--- config.mk ---
export PLATFORM = sky130hd
export DESIGN_NAME = note_judge
export DESIGN_NICKNAME = d
export VERILOG_FILES = /design/src/rtl/note_judge_pkg.sv /design/src/rtl/note_judge_strum_debounce.sv /design/src/rtl/note_judge.sv
export SDC_FILE = /design/constraint.sdc
export NUM_CORES = 1
export LEC_CHECK = 0
export ABC_AREA = 1
export ABC_CLOCK_PERIOD_IN_PS = 12500
export CAP_MARGIN = 10
export CORE_UTILIZATION = 31
export CTS_CLUSTER_SIZE = 16
export DETAILED_ROUTE_END_ITERATION = 10
export GPL_TIMING_DRIVEN = 0
export HOLD_SLACK_MARGIN = 0.1
export PLACE_DENSITY_LB_ADDON = 0.08
export SETUP_SLACK_MARGIN = 0.02
export SKIP_CTS_REPAIR_TIMING = 1
export SYNTH_ARGS = -nofsm -noshare
export SYNTH_HDL_FRONTEND = slang
export SYNTH_HIERARCHICAL = 1
export SYNTH_SLANG_ARGS = --single-unit
--- constraint.sdc ---
create_clock -name clk -period 12.5 [get_ports clk]
set_input_delay 2.5 -clock clk [delete_from_list [all_inputs] [get_ports clk]]
set_output_delay 2.5 -clock clk [all_outputs]
set_load 0.01 [all_outputs]
--- src/rtl/note_judge_pkg.sv ---
// note_judge_pkg: shared definitions for the note highway judge.
//  - NUM_FRETS    : width of a chart row / fret bank
//  - EIGHTH_NOTE  : clk cycles per eighth note, shared with the rate driver
//  - state_e      : judge FSM states
//  - verdict_e    : per-row outcome
//  - sat_inc8     : saturating 8-bit increment used by the streak counter
package note_judge_pkg;

    localparam int NUM_FRETS   = 5;
    localparam int EIGHTH_NOTE = 13157894;

    typedef enum logic [1:0] {
        S_IDLE,
        S_WINDOW,
        S_JUDGE
    } state_e;

    typedef enum logic [1:0] {
        V_NONE,
        V_HIT,
        V_MISS
    } verdict_e;

    function automatic logic [7:0] sat_inc8(input logic [7:0] v);
        return (v == 8'hFF) ? v : v + 8'd1;
    endfunction

endpackage

--- src/rtl/note_judge_strum_debounce.sv ---
// strum_debounce: counter-based level filter for the synchronized strum.
//  The output follows the input only after the input has differed from the
//  output for DEBOUNCE_CYCLES consecutive cycles; any bounce back restarts.
//  Ports:
//   clk    in  clock
//   resetn in  asynchronous reset, active low
//   din    in  synchronized raw level
//   dout   out filtered level
module strum_debounce #(
    parameter int unsigned DEBOUNCE_CYCLES = 250000
) (
    input  logic clk,
    input  logic resetn,
    input  logic din,
    output logic dout
);

    localparam int unsigned CW = (DEBOUNCE_CYCLES > 1) ? $clog2(DEBOUNCE_CYCLES) : 1;

    logic [CW-1:0] cnt;

    always_ff @(posedge clk or negedge resetn) begin
        if (!resetn) begin
            cnt  <= '0;
            dout <= 1'b0;
        end else if (din == dout) begin
            cnt <= '0;
        end else if (cnt == CW'(DEBOUNCE_CYCLES - 1)) begin
            dout <= din;
            cnt  <= '0;
        end else begin
            cnt <= cnt + 1'b1;
        end
    end

endmodule

--- src/rtl/note_judge.sv ---
// note_judge: scores fret+strum input against the chart row at the judge line.
//  A row latched on beat stays judgeable for WINDOW_CYCLES cycles. A strum
//  rise inside the window judges it (hit only on an exact, non-empty chord);
//  a timeout or a following beat resolves it as a miss (or nothing for an
//  empty row). Strums outside any window are overstrums and count as misses.
//  Optional macro NOTE_JUDGE_DEBOUNCE_EN inserts strum_debounce on the strum
//  path; without it strum_rise comes straight from the 2-flop synchronizer.
//  Ports:
//   clk, resetn           clock, async active-low reset
//   beat                  one-cycle row pulse from the rate driver
//   notes_to_play[4:0]    chart row, valid in the beat cycle
//   frets[4:0], strum     raw buttons (synchronized here)
//   pause, stop           levels: freeze judging / abort current row
//   correct_notes[4:0]    pulse: row bits hit
//   hit, miss             pulse: row verdict
//   score[15:0]           saturating score
//   streak[7:0]           saturating consecutive hits
//   multiplier[2:0]       1..MAX_MULT
module note_judge
    import note_judge_pkg::*;
#(
    parameter int unsigned WINDOW_CYCLES   = 6578947,
    parameter int unsigned HIT_POINTS      = 10,
    parameter int unsigned STREAK_STEP     = 10,
    parameter int unsigned MAX_MULT        = 4,
    parameter int unsigned DEBOUNCE_CYCLES = 250000
) (
    input  logic                 clk,
    input  logic                 resetn,
    input  logic                 beat,
    input  logic [NUM_FRETS-1:0] notes_to_play,
    input  logic [NUM_FRETS-1:0] frets,
    input  logic                 strum,
    input  logic                 pause,
    input  logic                 stop,
    output logic [NUM_FRETS-1:0] correct_notes,
    output logic                 hit,
    output logic                 miss,
    output logic [15:0]          score,
    output logic [7:0]           streak,
    output logic [2:0]           multiplier
);

    localparam int unsigned WCW = (WINDOW_CYCLES > 1) ? $clog2(WINDOW_CYCLES) : 1;

    // ---------------- input synchronizers ----------------
    logic [1:0][NUM_FRETS-1:0] fret_sync;
    logic [1:0]                strum_sync;
    logic                      strum_lvl;
    logic                      strum_prev;
    logic                      strum_rise;

    always_ff @(posedge clk or negedge resetn) begin
        if (!resetn) begin
            fret_sync  <= '0;
            strum_sync <= '0;
            strum_prev <= 1'b0;
        end else begin
            fret_sync  <= {fret_sync[0], frets};
            strum_sync <= {strum_sync[0], strum};
            // Keeps tracking during pause so a press made while paused
            // does not fire as a stale edge on release.
            strum_prev <= strum_lvl;
        end
    end

`ifdef NOTE_JUDGE_DEBOUNCE_EN
    strum_debounce #(
        .DEBOUNCE_CYCLES(DEBOUNCE_CYCLES)
    ) u_strum_debounce (
        .clk    (clk),
        .resetn (resetn),
        .din    (strum_sync[1]),
        .dout   (strum_lvl)
    );
`else
    assign strum_lvl = strum_sync[1];
`endif

    assign strum_rise = strum_lvl & ~strum_prev;

    // ---------------- judge FSM ----------------
    state_e               state, state_d;
    logic [NUM_FRETS-1:0] expected, expected_d;
    logic [WCW-1:0]       wcnt, wcnt_d;
    verdict_e             verdict;
    logic                 last_cycle;
    logic                 row_hit;

    assign last_cycle = (wcnt == WCW'(WINDOW_CYCLES - 1));
    assign row_hit    = (expected != '0) && (fret_sync[1] == expected);

    always_ff @(posedge clk or negedge resetn) begin
        if (!resetn) begin
            state    <= S_IDLE;
            expected <= '0;
            wcnt     <= '0;
        end else begin
            state    <= state_d;
            expected <= expected_d;
            wcnt     <= wcnt_d;
        end
    end

    always_comb begin
        state_d    = state;
        expected_d = expected;
        wcnt_d     = wcnt;
        verdict    = V_NONE;
        if (stop) begin
            state_d    = S_IDLE;
            expected_d = '0;
            wcnt_d     = '0;
        end else if (!pause) begin
            unique case (state)
                S_IDLE: begin
                    if (strum_rise) verdict = V_MISS;   // overstrum
                    if (beat) begin
                        state_d    = S_WINDOW;
                        expected_d = notes_to_play;
                        wcnt_d     = '0;
                    end
                end
                S_WINDOW: begin
                    // A strum always judges the current row, even when a new
                    // beat arrives in the same cycle; otherwise a beat or the
                    // last window cycle resolves it as a timeout.
                    if (strum_rise)
                        verdict = row_hit ? V_HIT : V_MISS;
                    else if (beat || last_cycle)
                        verdict = (expected != '0) ? V_MISS : V_NONE;
                    if (beat) begin
                        expected_d = notes_to_play;
                        wcnt_d     = '0;
                    end else if (strum_rise || last_cycle) begin
                        state_d = S_JUDGE;
                    end else begin
                        wcnt_d = wcnt + 1'b1;
                    end
                end
                S_JUDGE: begin
                    if (beat) begin
                        state_d    = S_WINDOW;
                        expected_d = notes_to_play;
                        wcnt_d     = '0;
                    end else begin
                        state_d = S_IDLE;
                    end
                end
                default: state_d = S_IDLE;
            endcase
        end
    end

    // ---------------- scoring ----------------
    function automatic logic [2:0] mult_of(input logic [7:0] s);
        int unsigned steps;
        steps = 32'(s) / STREAK_STEP + 1;
        return (steps >= MAX_MULT) ? 3'(MAX_MULT) : 3'(steps);
    endfunction

    logic                 hit_d, miss_d;
    logic [NUM_FRETS-1:0] correct_d;
    logic [15:0]          score_d;
    logic [7:0]           streak_d;
    logic [2:0]           mult_d;
    logic [16:0]          sum;

    always_comb begin
        hit_d     = (verdict == V_HIT);
        miss_d    = (verdict == V_MISS);
        correct_d = hit_d ? expected : '0;
        score_d   = score;
        streak_d  = streak;
        mult_d    = multiplier;
        // Points use the multiplier in force before this hit.
        sum       = {1'b0, score} + 17'(HIT_POINTS) * 17'(multiplier);
        if (hit_d) begin
            score_d  = sum[16] ? 16'hFFFF : sum[15:0];
            streak_d = sat_inc8(streak);
            mult_d   = mult_of(streak_d);
        end else if (miss_d) begin
            streak_d = '0;
            mult_d   = 3'd1;
        end
    end

    always_ff @(posedge clk or negedge resetn) begin
        if (!resetn) begin
            hit           <= 1'b0;
            miss          <= 1'b0;
            correct_notes <= '0;
            score         <= '0;
            streak        <= '0;
            multiplier    <= 3'd1;
        end else begin
            hit           <= hit_d;
            miss          <= miss_d;
            correct_notes <= correct_d;
            score         <= score_d;
            streak        <= streak_d;
            multiplier    <= mult_d;
        end
    end

endmodule
* Yosys cells after proc, flatten, opt, wreduce, memory -nomap -nowiden
Index checks and enable logic that the tools add are counted.
Widths: inputs -> output; s select.
** Word-level totals
- Bits in registers :: 77
- Input port bits :: 16
- Output and inout port bits :: 34
- Word-level logic and storage cells :: 82
** Operators by class
- Add/subtract/negate cells :: 4
- Multipliers :: 1
- Divide/modulo/power cells :: 1
- Order comparisons :: 1
- Equal/unequal tests :: 13
- Multiplexer cells :: 33
- Bitwise logic cells :: 2
- Reductions and logical operators :: 14
** Operators with widths (number)
- $mux 23 :: 5
- $pmux 23 s2 :: 1
- $add 32x1->32 const B :: 1
- $div 8x4->32 const B :: 1
- $ge 32x3->1 const B :: 1
- $mux 5 :: 5
- $mux 2 :: 12
- $mux 8 :: 3
- $add 23x1->23 const B :: 1
- $eq 23x23->1 const B :: 1
- $add 16x7->17 :: 1
- $mux 16 :: 1
- $mux 3 :: 3
- $ne 3x3->1 const B :: 3
- $add 8x1->8 const B :: 1
- $eq 8x8->1 const B :: 1
- $reduce_and 4->1 :: 2
- $mul 3x3->6 const A :: 1
- $pmux 2 s3 :: 1
- $reduce_bool 2->1 :: 3
- $eq 5x5->1 :: 1
- $reduce_bool 5->1 :: 1
- $eq 2x1->1 const B :: 2
- $eq 2x2->1 const B :: 2
- 14 further kinds :: 15

* Logic depth before layout (Yosys ltp)
Gate-level depths: netlist (run 1).
- Depth after elaboration :: 10
- Gate-level depth with buffers :: 40
- Gate-level depth less buffers :: 40

* Worst setup path after synthesis (run 1)
Ideal clock, no wire load.
- Path kind :: register to register
- Start :: register streak[0]
- End :: register multiplier[2]
- Library setup time :: 117 ps
- Arrival :: 4405 ps
- Required time :: 12383 ps
- Slack :: 7979 ps
- Stages on the path, launching flop included :: 38
- Path buffers :: 1
- Cells stage by stage :: dfrtp_1 ha_1 nand2_1 nor2_2 nand2_4 nand3_1 nand2_2 inv_1 ha_1 inv_1 nand3_1 ha_1 inv_1 a21oi_2 inv_1 nand3_1 nand2_1 nor2_4 (+2 left out) nand2_1 nand2_1 inv_1 ha_1 nand3_1 nand3b_1 nand4_2 buf_6 nand3_1 nand2_1 nor2_1 nand3_2 ha_1 inv_1 xor2_1 nand3_2 nand2_1 nand2_1
** On the way
- Longest elaborated chain between the ends :: 7
- Elaborated cells between the ends (all ways) :: 8
- Classes of those cells :: add/sub: 2; div: 1; order compare: 1; eq/ne: 1; mux: 3
** Ends and longest elaborated chain
- from (decl) :: RTL line note_judge.sv:40 : output logic [7:0] streak,
- from (signal assigned) :: RTL line note_judge.sv:201 : streak <= streak_d;
- $add 8x1->8 or $eq 8x8->1 (tied branches) :: RTL line note_judge_pkg.sv:25 : return (v == 8'hFF) ? v : v + 8'd1;
- $mux 8 (*) :: RTL line note_judge_pkg.sv:25
- $div 8x4->32 (*) :: RTL line note_judge.sv:158 : steps = 32'(s) / STREAK_STEP + 1;
- $add 32x1->32 (*) :: RTL line note_judge.sv:158
- $ge 32x3->1 :: RTL line note_judge.sv:159 : return (steps >= MAX_MULT) ? 3'(MAX_MULT) : 3'(steps);
- $mux 3 (*) :: RTL line note_judge.sv:159
- $mux 3 (*) :: RTL line note_judge.sv:178 : if (hit_d) begin
- to (signal assigned) :: RTL line note_judge.sv:202 : multiplier <= mult_d;
- to (decl) :: RTL line note_judge.sv:41 : output logic [2:0] multiplier
Every way passes the cells marked *; elsewhere a longest branch is shown, timed or not.
A chain may end at the register's enable or synchronous reset.

* Worst setup path in the final report (run 1)
- Start :: input stop
- End :: register wcnt[22]
** On the way
- Longest elaborated chain between the ends :: 2
- Elaborated cells between the ends (all ways) :: 6
- Classes of those cells :: eq/ne: 3; mux: 1; reduce/logical: 2
** Ends and longest elaborated chain
- from (decl) :: RTL line note_judge.sv:35 : input logic stop,
- $ne 4x4->1 (no line), or another cell as far along
- $reduce_and 4->1 (no line)
- to (signal assigned) :: RTL line note_judge.sv:101 : wcnt <= wcnt_d;
- to (decl) :: RTL line note_judge.sv:85 : logic [WCW-1:0] wcnt, wcnt_d;
Parallel ways exist; a longest one is shown, timed or not.

==> out/results.txt, run 1 <==
Depth of the worst register-to-register path - 37
Combinational cell fraction of total power - 36.4%
Std-Cell Rows - 45
Headroom to the max-slew limit - 55.3%
Total number of vias - 4216
VDD IR-drop max - 84.2 uV
Flip-flop cell with the highest count after synthesis - sky130_fd_sc_hd__dfrtp_1
Area share of the largest cell type after synthesis - 39.7%
Setup Crit Path Kind - input port to flip-flop
Kind of cell with the highest combined delay on the critical path - simple AND/OR/NAND/NOR gates
Most instantiated library cell after synthesis - sky130_fd_sc_hd__nand2_1
Switching portion of total power - 36.3%
Most numerous cell types in the synthesized netlist - sky130_fd_sc_hd__nand2_1 (130), sky130_fd_sc_hd__inv_1 (99), sky130_fd_sc_hd__dfrtp_1 (76)
Reg-to-Reg End - multiplier[2]
Mapped cell area - 4780 um2
Average detailed-routed wire length per instance - 13.1 um
Biggest area contributors in the synthesized netlist - sky130_fd_sc_hd__dfrtp_1 (40%), sky130_fd_sc_hd__nand2_1 (10%), sky130_fd_sc_hd__inv_1 (7.8%)
Initial core utilization - 31.6%
Synthesis-to-layout area growth - 22.8%
Endpoints failing setup - 0
Count of buffers from port buffering - 49
Worst clock skew on the final layout - 0.00946 ns
Slack of the critical path - 7.09 ns
Final Hold Fails - 0
Initial antenna violation count - 0
Clock Root Buffer - sky130_fd_sc_hd__clkbuf_16
Worst hold path stage count - 0
CTS Buf Count - 9
IO Pins - 50
Data required time at the worst endpoint - 12.77 ns
Post-route DRC violation count - 0
Post-synthesis async set-or-reset flop share - 100%
Clock Tree Buf Depth - 2
Die Y - 126 um
Number of search-and-repair iterations in the first detailed-routing pass - 5
Largest net degree at the start of global routing - 66
Vias in the first global route - 4103
Antenna diode count - 0
Part of the cycle the worst path needs - 43.3%
Post-synth top area cell - sky130_fd_sc_hd__dfrtp_1
Number of vias per cell after detailed routing - 4.81
Yosys Warn Count - 6
Unrepaired setup endpoints after global routing - false
Pre-CTS setup slack - 6.77 ns
Total Routing Usage GR - 15.6%
DRT iter0 DRCs - 249
Core Region - 15100 um2
Post-layout net count - 721
Clock latency reported for the late side of the worst-skew pair - 0.34 ns
Synth cell types - 43
Endpoint of the worst hold path - strum_sync[1]
Worst Min Path Start - strum_sync[0]
Fill cell count - 1551
Result of the run - finished, final reports clean
Pin slew with the least headroom to its limit - 0.653 ns
Clock tree sinks - 77
Chain of cells forming the critical path - clkdlybuf4s50_1 -> inv_1 -> a31oi_1 -> nand2_1 -> nand2_1 -> inv_1 -> nor3_1 -> nand2_1 -> nor2_1 -> inv_1 -> nor2_1 -> nand2_1 -> nor2_1 -> inv_1 -> nor3_1 -> nand3_1 -> inv_1 -> o21ai_0 -> a21oi_1
Total power per unit cell area - 155 nW/um2
Area of the die - 15900 um2
H-tree Lvls - 3
CP endpoint kind - flip-flop
DRT antenna net count - 0
Number of synthesized flops with an enable pin - 0
Arrival time of data at the critical path endpoint - 5.68 ns
Post-Route Setup TNS - 0 ns
Number of buffers and inverters on the critical path - 6
Portion of total power attributed to the clock network - 33.1%
Most frequent CP cell - sky130_fd_sc_hd__inv_1
Routability cong. - 0.848
Max incr delay on CP - 0.55 ns
Startpoint of the worst-slack reg-to-reg timing path - streak[0]
Master of the slowest instance on the critical path - sky130_fd_sc_hd__clkdlybuf4s50_1
CP Max Fanout - 7
Post-synthesis area per instance - 7.68 um2
Hpwl dp - 8.67 mm
Total power - 0.000913 W
Die outline width - 126 um
Total Wirelength - 11.5 mm
Sequential element share of the synthesized area - 40.3%
TritonCTS clock tree - yes
Post-Syn Nets - 660
Reported leakage power - 2.88 nW
Design internal power - 0.000582 W
CTS clock-pin slew for the worst setup and hold paths - 0.06 ns
Startpoint class of the critical path - input port
Wire length of the first global-routing pass - 19.6 mm
Count of final max-slew check failures - 0
Switching power total - 0.000331 W
Class of the worst hold path - flip-flop to flip-flop
Number of register bits inferred by synthesis - 77
Share of final-layout standard cells stronger than drive strength 1 - 10.0%
Share of the core filled with cells in the final layout - 38.8%
Minimum clock period - 5.41 ns
Max-cap viol count - 0
Overflow left after global routing - 0
Register-to-register path setup slack - 7.32 ns
Post-route worst hold slack - 0.345 ns
Gate Count Post-Synth - 623
Register share of total power - 30.5%
Highest attainable clock frequency - 185 MHz
-- layout make-up --
type / instances / area, um2 / area share (%)
Clock buffer: 10 / 229 / 3.90
Timing Repair Buffer: 50 / 515 / 8.77
Sequential cell: 77 / 1930 / 32.8
Multi-Input combinational cell: 435 / 2430 / 41.4
Inverter: 106 / 398 / 6.77
Tap cell: 188 / 235 / 4.00
Buffer: 5 / 26.3 / 0.447
Clock inverter: 6 / 111 / 1.90
-- power by group through the flow --
stage,clock network [W],logic (W),registers (W)
2_1_floorplan,0,0.000253,0.000282
3_3_place_gp,0,0.000330,0.000282
3_5_place_dp,0,0.000334,0.000283
4_1_cts,0.000312,0.000337,0.000278
5_1_grt,0.000321,0.000382,0.000280
6_report,0.000302,0.000332,0.000278
-- layout by cell type (no fill, tap or decap), types with 2 or more instances in the layout --
cell                                n
sky130_fd_sc_hd__a211oi_1           2
sky130_fd_sc_hd__a21oi_1           25
sky130_fd_sc_hd__a221oi_1           2
sky130_fd_sc_hd__bufinv_16          3
sky130_fd_sc_hd__clkbuf_1           5
sky130_fd_sc_hd__clkbuf_16          9
sky130_fd_sc_hd__clkdlybuf4s50_1   48
sky130_fd_sc_hd__dfrtp_1           76
sky130_fd_sc_hd__ha_1              20
sky130_fd_sc_hd__inv_1             99
sky130_fd_sc_hd__inv_2              6
sky130_fd_sc_hd__nand2_1          130
sky130_fd_sc_hd__nand2_2            9
sky130_fd_sc_hd__nand2_4            6
sky130_fd_sc_hd__nand3_1           51
sky130_fd_sc_hd__nand3_2            7
sky130_fd_sc_hd__nand3_4            2
sky130_fd_sc_hd__nand3b_1           2
sky130_fd_sc_hd__nand4_1           14
sky130_fd_sc_hd__nor2_1            61
sky130_fd_sc_hd__nor2_2             5
sky130_fd_sc_hd__nor2_4             7
sky130_fd_sc_hd__nor3_1            11
sky130_fd_sc_hd__nor4_1             3
sky130_fd_sc_hd__o211ai_1           4
sky130_fd_sc_hd__o21ai_0           34
sky130_fd_sc_hd__o21ai_1            3
sky130_fd_sc_hd__o221a_2            2
sky130_fd_sc_hd__o22ai_1            6
sky130_fd_sc_hd__or2_2              3
sky130_fd_sc_hd__xnor2_1            5
sky130_fd_sc_hd__xor2_1            10
-- cells by family after synthesis --
kind of cell / share of synthesized area (%)
buffers and inverters: 8.86
adder cells (fa/ha/maj): 5.65
AO/OA/AOI/OAI: 10.0
XOR/XNOR: 3.09
AND/OR/NAND/NOR: 32.1
flip-flops: 40.3
-- through the flow --
step | instances | cell area (um2)
5_1_grt | 877 | 5880
4_1_cts | 877 | 5880
3_3_place_gp | 860 | 5510
6_report | 877 | 5880
3_5_place_dp | 861 | 5540
2_1_floorplan | 623 | 4780
-- routing by layer --
metal  vias to the layer above  wire, um  track usage (%)  share of wire [%]
li1                       2154         -                -                  -
met1                      1971      5980             21.6                 52
met2                        76      4840             23.7                 42
met3                        15       378             2.29                3.3
met4                         0       257             7.65                2.2
met5                         -         0                0                  0
-- worst max-delay path by stage --
stage | slack [ns] | end | startpoint | cells past startpoint
finish | 7.09 | wcnt[22] | stop | 19
global route | 6.65 | wcnt[22] | stop | 19
CTS | 7.12 | wcnt[22] | stop | 19
detailed placement | 6.77 | wcnt[22] | stop | 19
global placement | 5.99 | score[3] | resetn | 1
floorplan | 7.98 | multiplier[2] | streak[0] | 37
-- worst reg2reg max path: cells and delay by family, from the launching register on --
kind / cells / cell delay (ns)
and+or+nand+nor: 23 / 2.66
adders and majority gates: 5 / 1.11
buffers and inverters: 6 / 0.44
DFF: 1 / 0.41
AOI/OAI and AO/OA: 2 / 0.29
xor gates and xnor gates: 1 / 0.18
-- flip-flops by register name, indices dropped and copies added (netlist names), 2 cells and up --
signal / cells
streak: 8
multiplier: 3
strum_sync: 2
expected: 5
wcnt: 23
score: 16
state: 2
correct_notes: 5
fret_sync: 10
Note: power is estimated with default switching activity, not from simulation.
==> run 2: changes to the inputs <==
--- a/config.mk
+++ b/config.mk
@@ -6,7 +6,7 @@
 export NUM_CORES = 1
 export LEC_CHECK = 0
 export ABC_AREA = 1
-export ABC_CLOCK_PERIOD_IN_PS = 12500
+export ABC_CLOCK_PERIOD_IN_PS = 4700
 export CAP_MARGIN = 10
 export CORE_UTILIZATION = 31
 export CTS_CLUSTER_SIZE = 16
==> constraint.sdc (replaced) <==
create_clock -name clk -period 4.7 [get_ports clk]
set_input_delay 0.94 -clock clk [delete_from_list [all_inputs] [get_ports clk]]
set_output_delay 0.94 -clock clk [all_outputs]
set_load 0.01 [all_outputs]
==> run 2 against run 1 <==
Compared with the run above:
- combinational power grew to 3.6 times the previous value
- sequential share of layout area down 2.2 points
- setup slack worse by 7.0 ns
- largest power group unchanged
- count of clock-buffer cells in the layout unchanged
- final cell count grew 2.9%
- clock power rose to 2.7 times the previous value
- total power grew to 3.0 times the previous value
- via count increased by 3.2%
- worst hold slack improved by 0.0024 ns
- utilization rose by 2.8 points
- flip-flop and latch count did not move
- final area increased by 7.2%
==> out/results.txt, run 2 (synthesis gave the netlist of run 1 again) <==
Critical path capture point - multiplier[2]
Number of vias per cell after detailed routing - 4.82 (+0.30%)
Setup Crit Path Kind - flip-flop to flip-flop
Post-layout net count - 746 (+3.5%)
Reported leakage power - 3.04 nW (+5.6%)
Max incr delay on CP - 0.42 ns (-0.13 ns)
Worst clock skew on the final layout - 0.0103 ns (+0.000838 ns)
VDD IR-drop max - 231 uV (+170%)
Startpoint class of the critical path - flip-flop
Result of the run - finished, final reports clean
Total number of vias - 4349 (+3.2%)
Placed cells - 861 (unchanged)
Worst Min Path Start - strum_sync[0]
Number of search-and-repair iterations in the first detailed-routing pass - 5 (unchanged)
TritonCTS clock tree - yes
CTS Buf Count - 9 (unchanged)
Leading cell type in the layout, fill and taps excluded - sky130_fd_sc_hd__nand2_1
Routability cong. - 0.848 (unchanged)
Antenna diode count - 0 (unchanged)
Post-route DRC violation count - 0 (unchanged)
H-tree Lvls - 3 (unchanged)
Layout Cells excl Fill - 902 (+2.9%)
Endpoints failing setup - 0 (unchanged)
Clock Root Buffer - sky130_fd_sc_hd__clkbuf_16
Total power per unit cell area - 438 nW/um2 (+180%)
Fraction of met2 tracks used by global routing - 23.7% (unchanged)
Post-Route Setup TNS - 0 ns (unchanged)
Global-route met1 utilization - 21.6% (unchanged)
Average detailed-routed wire length per instance - 13.4 um (+2.9%)
Hpwl dp - 8.67 mm (unchanged)
CP Max Fanout - 5 (-2)
Highest attainable clock frequency - 215 MHz
Max-cap viol count - 0 (unchanged)
Class of the worst hold path - flip-flop to flip-flop
Clock Tree Buf Depth - 2 (unchanged)
Core Region - 15100 um2 (unchanged)
Largest net degree at the start of global routing - 66 (unchanged)
Highest-count cells in the layout ignoring fill and taps - sky130_fd_sc_hd__nand2_1 (119), sky130_fd_sc_hd__inv_1 (93), sky130_fd_sc_hd__dfrtp_1 (75)
Overflow left after global routing - 0 (unchanged)
Wire length of the first global-routing pass - 19.6 mm (unchanged)
Total Wirelength - 12.1 mm (+5.8%)
Data required time at the worst endpoint - 4.94 ns (-7.83 ns)
Startpoint of the worst-slack reg-to-reg timing path - streak[1]
Die Y - 126 um (unchanged)
GR Util met3 - 2.29% (unchanged)
Synthesis-to-layout area growth - 31.6%
Arrival time of data at the critical path endpoint - 4.88 ns (-0.80 ns)
Share of final-layout standard cells stronger than drive strength 1 - 18.8% (+8.8 points)
Total Routing Usage GR - 15.6% (unchanged)
Headroom to the max-slew limit - 55.3% (about the same)
DRT antenna net count - 0 (unchanged)
Count of final max-slew check failures - 0 (unchanged)
Clock latency reported for the late side of the worst-skew pair - 0.34 ns (about the same)
Part of the cycle the worst path needs - 98.8%
CP Launch Point - streak[1]
Reg-to-Reg End - multiplier[2]
Final Hold Fails - 0 (unchanged)
Pin slew with the least headroom to its limit - 0.654 ns (+0.000542 ns)
Global route hottest layer - met2
Die outline width - 126 um (unchanged)
Largest register by flop count - wcnt
Area of the die - 15900 um2 (unchanged)
IO Pins - 50 (unchanged)
Initial antenna violation count - 0 (unchanged)
Count of buffers from port buffering - 49 (unchanged)
Register-to-register path setup slack - 0.06 ns (-7.26 ns)
Clock tree sinks - 77 (unchanged)
Flip-flop count of the largest register after layout - 23 (unchanged)
Minimum clock period - 4.64 ns
CP endpoint kind - flip-flop
Depth of the worst register-to-register path - 37 (unchanged)
Largest registers - wcnt (23), score (16), fret_sync (10)
DRT iter0 DRCs - 286 (+15%)
CTS clock-pin slew for the worst setup and hold paths - 0.07 ns (about the same)
Std-Cell Rows - 45 (unchanged)
Unrepaired setup endpoints after global routing - true
Master of the slowest instance on the critical path - sky130_fd_sc_hd__dfrtp_1
Initial core utilization - 31.6% (unchanged)
Vias in the first global route - 4103 (unchanged)
==> run 2: final cells by class <==
type	instances	area [um2]
timing repair buffer	75	704
multi-input combinational	435	2660
sequential	77	1930
fill	1513	8850
clock inverter	6	111
buffer	5	26.3
clock buffer	10	229
inverter	106	403
tap	188	235
==> run 2: how the worst min path moves through the flow <==
| stage | endpoint | slack (ns) | cells after the start |
|---|---|---|---|
| 6_report | strum_sync[1] | 0.35 | 0 |
| 5_1_grt | fret_sync[9] | 0.35 | 0 |
| 4_1_cts | fret_sync[9] | 0.35 | 0 |
| 3_5_place_dp | fret_sync[9] | 0.34 | 0 |
| 3_3_place_gp | fret_sync[8] | 0.33 | 0 |
| 2_1_floorplan | fret_sync[5] | 0.33 | 0 |
==> run 2: where the power goes <==
part | leakage (nW) | internal [W] | switching, W
logic | 1.86 | 0.000511 | 0.000700
clock network | 0.163 | 0.000519 | 0.000288
registers | 1.01 | 0.000701 | 0.0000413
total | 3.04 | 0.00173 | 0.00103
==> run 2: per-layer routing <==
metal / part of all wire, % / vias to the layer above
li1: - / 2204
met1: 51 / 2047
met2: 44 / 82
met3: 3.0 / 16
met4: 2.1 / 0
met5: 0 / -
==> run 2: metrics by stage <==
stage / utilization, % / power, W / hold WS (ns) / area, um2 / worst slack (ns)
CTS: 38.8 / 0.00247 / 0.353 / 5880 / -0.502
detailed placement: 36.5 / 0.00164 / 0.337 / 5540 / -0.472
global placement: 36.4 / 0.00163 / 0.333 / 5510 / -0.391
floorplan: - / 0.00142 / 0.331 / 4780 / 0.179
finish: 41.6 / 0.00276 / 0.347 / 6300 / 0.0572
global route: 41.6 / 0.00295 / 0.354 / 6300 / -0.209
==> run 2: critical path, delay by kind of cell, from the launching register on <==
| family | cells | cell delay [ns] |
|---|---|---|
| and+or+nand+nor | 23 | 2.34 |
| xor gates and xnor gates | 1 | 0.14 |
| adders and majority gates | 5 | 0.98 |
| buffers and inverters | 6 | 0.41 |
| DFF | 1 | 0.42 |
| AOI/OAI and AO/OA | 2 | 0.25 |
==> run 3: changes to the inputs <==
--- a/config.mk
+++ b/config.mk
@@ -6,7 +6,7 @@
 export NUM_CORES = 1
 export LEC_CHECK = 0
 export ABC_AREA = 1
-export ABC_CLOCK_PERIOD_IN_PS = 4700
+export ABC_CLOCK_PERIOD_IN_PS = 4800
 export CAP_MARGIN = 10
 export CORE_UTILIZATION = 31
 export CTS_CLUSTER_SIZE = 16
==> constraint.sdc (replaced) <==
create_clock -name clk -period 4.8 [get_ports clk]
set_input_delay 0.96 -clock clk [delete_from_list [all_inputs] [get_ports clk]]
set_output_delay 0.96 -clock clk [all_outputs]
set_load 0.01 [all_outputs]
==> run 3 against run 2 <==
Compared with the run above:
- clock skew barely moved
- non-clock buffer count stayed put
- utilization did not move
- first-iteration DRC count unchanged
- wire length about the same
- sequential share of layout area stayed put
- clock power down 2%
- sequential power down 2%
- combinational power hardly changed
- final area unchanged
- die area unchanged
- largest power group unchanged
==> out/results.txt, run 3 (synthesis gave the netlist of run 1 again) <==
Synthesis-to-layout area growth - 31.6% (unchanged)
Post-route DRC violation count - 0 (unchanged)
Initial core utilization - 31.6% (unchanged)
Number of vias per cell after detailed routing - 4.82 (unchanged)
Pin slew with the least headroom to its limit - 0.654 ns (-0.000000358 ns)
CTS Buf Count - 9 (unchanged)
Class of the worst hold path - flip-flop to flip-flop
Reported leakage power - 3.04 nW (about the same)
Startpoint class of the critical path - flip-flop
Number of buffers and inverters on the critical path - 6 (unchanged)
VDD IR-drop max - 226 uV (-2.1%)
Clock tree sinks - 77 (unchanged)
Minimum clock period - 4.64 ns (+0.000395 ns)
Clock Tree Buf Depth - 2 (unchanged)
Post-layout net count - 746 (unchanged)
Antenna diode count - 0 (unchanged)
DRT iter0 DRCs - 286 (unchanged)
Number of search-and-repair iterations in the first detailed-routing pass - 5 (unchanged)
Depth of the worst register-to-register path - 37 (unchanged)
Data required time at the worst endpoint - 5.03 ns (+0.09 ns)
Routability cong. - 0.848 (unchanged)
Register-to-register path setup slack - 0.16 ns (+0.10 ns)
Hpwl dp - 8.67 mm (unchanged)
Area of the die - 15900 um2 (unchanged)
Slack of the critical path - 0.157 ns (+0.0996 ns)
Count of buffers from port buffering - 49 (unchanged)
Critical path capture point - multiplier[2]
Clock Root Buffer - sky130_fd_sc_hd__clkbuf_16
Switching portion of total power - 37.3% (about the same)
Final Hold Fails - 0 (unchanged)
Highest-count cells in the layout ignoring fill and taps - sky130_fd_sc_hd__nand2_1 (119), sky130_fd_sc_hd__inv_1 (93), sky130_fd_sc_hd__dfrtp_1 (75)
Worst clock skew on the final layout - 0.0103 ns (+0.0000347 ns)
Design internal power - 0.00169 W (-2.1%)
Startpoint of the worst-slack reg-to-reg timing path - streak[1]
Max incr delay on CP - 0.42 ns (about the same)
Total power - 0.00270 W (-2.1%)
Share of final-layout standard cells stronger than drive strength 1 - 18.8% (unchanged)
Total power per unit cell area - 429 nW/um2 (-2.1%)
Arrival time of data at the critical path endpoint - 4.88 ns (about the same)
Largest register by flop count - wcnt
Die Y - 126 um (unchanged)
Fill cell count - 1513 (unchanged)
Post-Route Setup TNS - 0 ns (unchanged)
Result of the run - finished, final reports clean
Core Region - 15100 um2 (unchanged)
Pre-CTS setup slack - -0.372 ns (+0.100 ns)
Count of cell instances traversed by the critical path - 37 (unchanged)
Average detailed-routed wire length per instance - 13.4 um (about the same)
CTS clock-pin slew for the worst setup and hold paths - 0.07 ns (about the same)
Endpoints failing setup - 0 (unchanged)
Vias in the first global route - 4103 (unchanged)
Count of final max-slew check failures - 0 (unchanged)
Std-Cell Rows - 45 (unchanged)
CP Launch Point - streak[1]
Wire length of the first global-routing pass - 19.6 mm (unchanged)
Clock latency reported for the late side of the worst-skew pair - 0.34 ns (about the same)
Register share of total power - 26.9% (about the same)
Kind of cell with the highest combined delay on the critical path - simple AND/OR/NAND/NOR gates
Overflow left after global routing - 0 (unchanged)
Total Routing Usage GR - 15.6% (unchanged)
Flip-flop count of the largest register after layout - 23 (unchanged)
Setup Crit Path Kind - flip-flop to flip-flop
CP endpoint kind - flip-flop
Headroom to the max-slew limit - 55.3% (about the same)
Largest net degree at the start of global routing - 66 (unchanged)
Reg-to-Reg End - multiplier[2]
IO Pins - 50 (unchanged)
Highest attainable clock frequency - 215 MHz (about the same)
Total number of vias - 4349 (unchanged)
Portion of total power attributed to the clock network - 29.2% (about the same)
Initial antenna violation count - 0 (unchanged)
Total Wirelength - 12.1 mm (about the same)
TritonCTS clock tree - yes
Largest registers - wcnt (23), score (16), fret_sync (10)
CP Max Fanout - 5 (unchanged)
Part of the cycle the worst path needs - 96.7% (-2.0 points)
Combinational cell fraction of total power - 43.9% (about the same)
H-tree Lvls - 3 (unchanged)
Die outline width - 126 um (unchanged)
Switching power total - 0.00101 W (-2.1%)
Max-cap viol count - 0 (unchanged)
DRT antenna net count - 0 (unchanged)
Master of the slowest instance on the critical path - sky130_fd_sc_hd__dfrtp_1
Leading cell type in the layout, fill and taps excluded - sky130_fd_sc_hd__nand2_1
[run 3: cell counts in the layout (fill, tap and decap cells not counted)]
Identical to the previous run, type by type.
[run 3: per-stage QoR]
step	cell area (um2)	cells	util [%]	hold slack, ns
floorplan	4780	623	-	0.331
global placement	5510	860	36.4	0.333
detailed placement	5540	861	36.5	0.337
CTS	5880	877	38.8	0.353
global route	6300	902	41.6	0.354
finish	6300	902	41.6	0.347
[run 3: final cells by class]
class	instances	area, um2	area share (%)
buffer	5	26.3	0.417
clock buffer	10	229	3.64
clock inverter	6	111	1.77
inverter	106	403	6.40
multi-input combinational	435	2660	42.2
sequential	77	1930	30.6
tap	188	235	3.74
timing repair buffer	75	704	11.2
[run 3: how the worst min path moves through the flow]
stage / startpoint / end / slack, ns / cells after the start
6_report: strum_sync[0] / strum_sync[1] / 0.35 / 0
2_1_floorplan: fret_sync[0] / fret_sync[5] / 0.33 / 0
3_3_place_gp: fret_sync[3] / fret_sync[8] / 0.33 / 0
4_1_cts: fret_sync[4] / fret_sync[9] / 0.35 / 0
3_5_place_dp: fret_sync[4] / fret_sync[9] / 0.34 / 0
5_1_grt: fret_sync[4] / fret_sync[9] / 0.35 / 0
[run 3: layer usage]
layer	routed length [um]	GRT usage, %	vias up
met4	257	7.65	0
li1	-	-	2204
met3	361	2.29	16
met5	0	0	-
met2	5360	23.7	82
met1	6140	21.6	2047
[run 3: power groups by stage]
stage / combinational (W) / sequential, W / clock, W
floorplan: 0.000658 / 0.000735 / 0
global placement: 0.000858 / 0.000735 / 0
detailed placement: 0.000869 / 0.000736 / 0
CTS: 0.000878 / 0.000724 / 0.000813
global route: 0.00132 / 0.000731 / 0.000839
finish: 0.00119 / 0.000727 / 0.000790
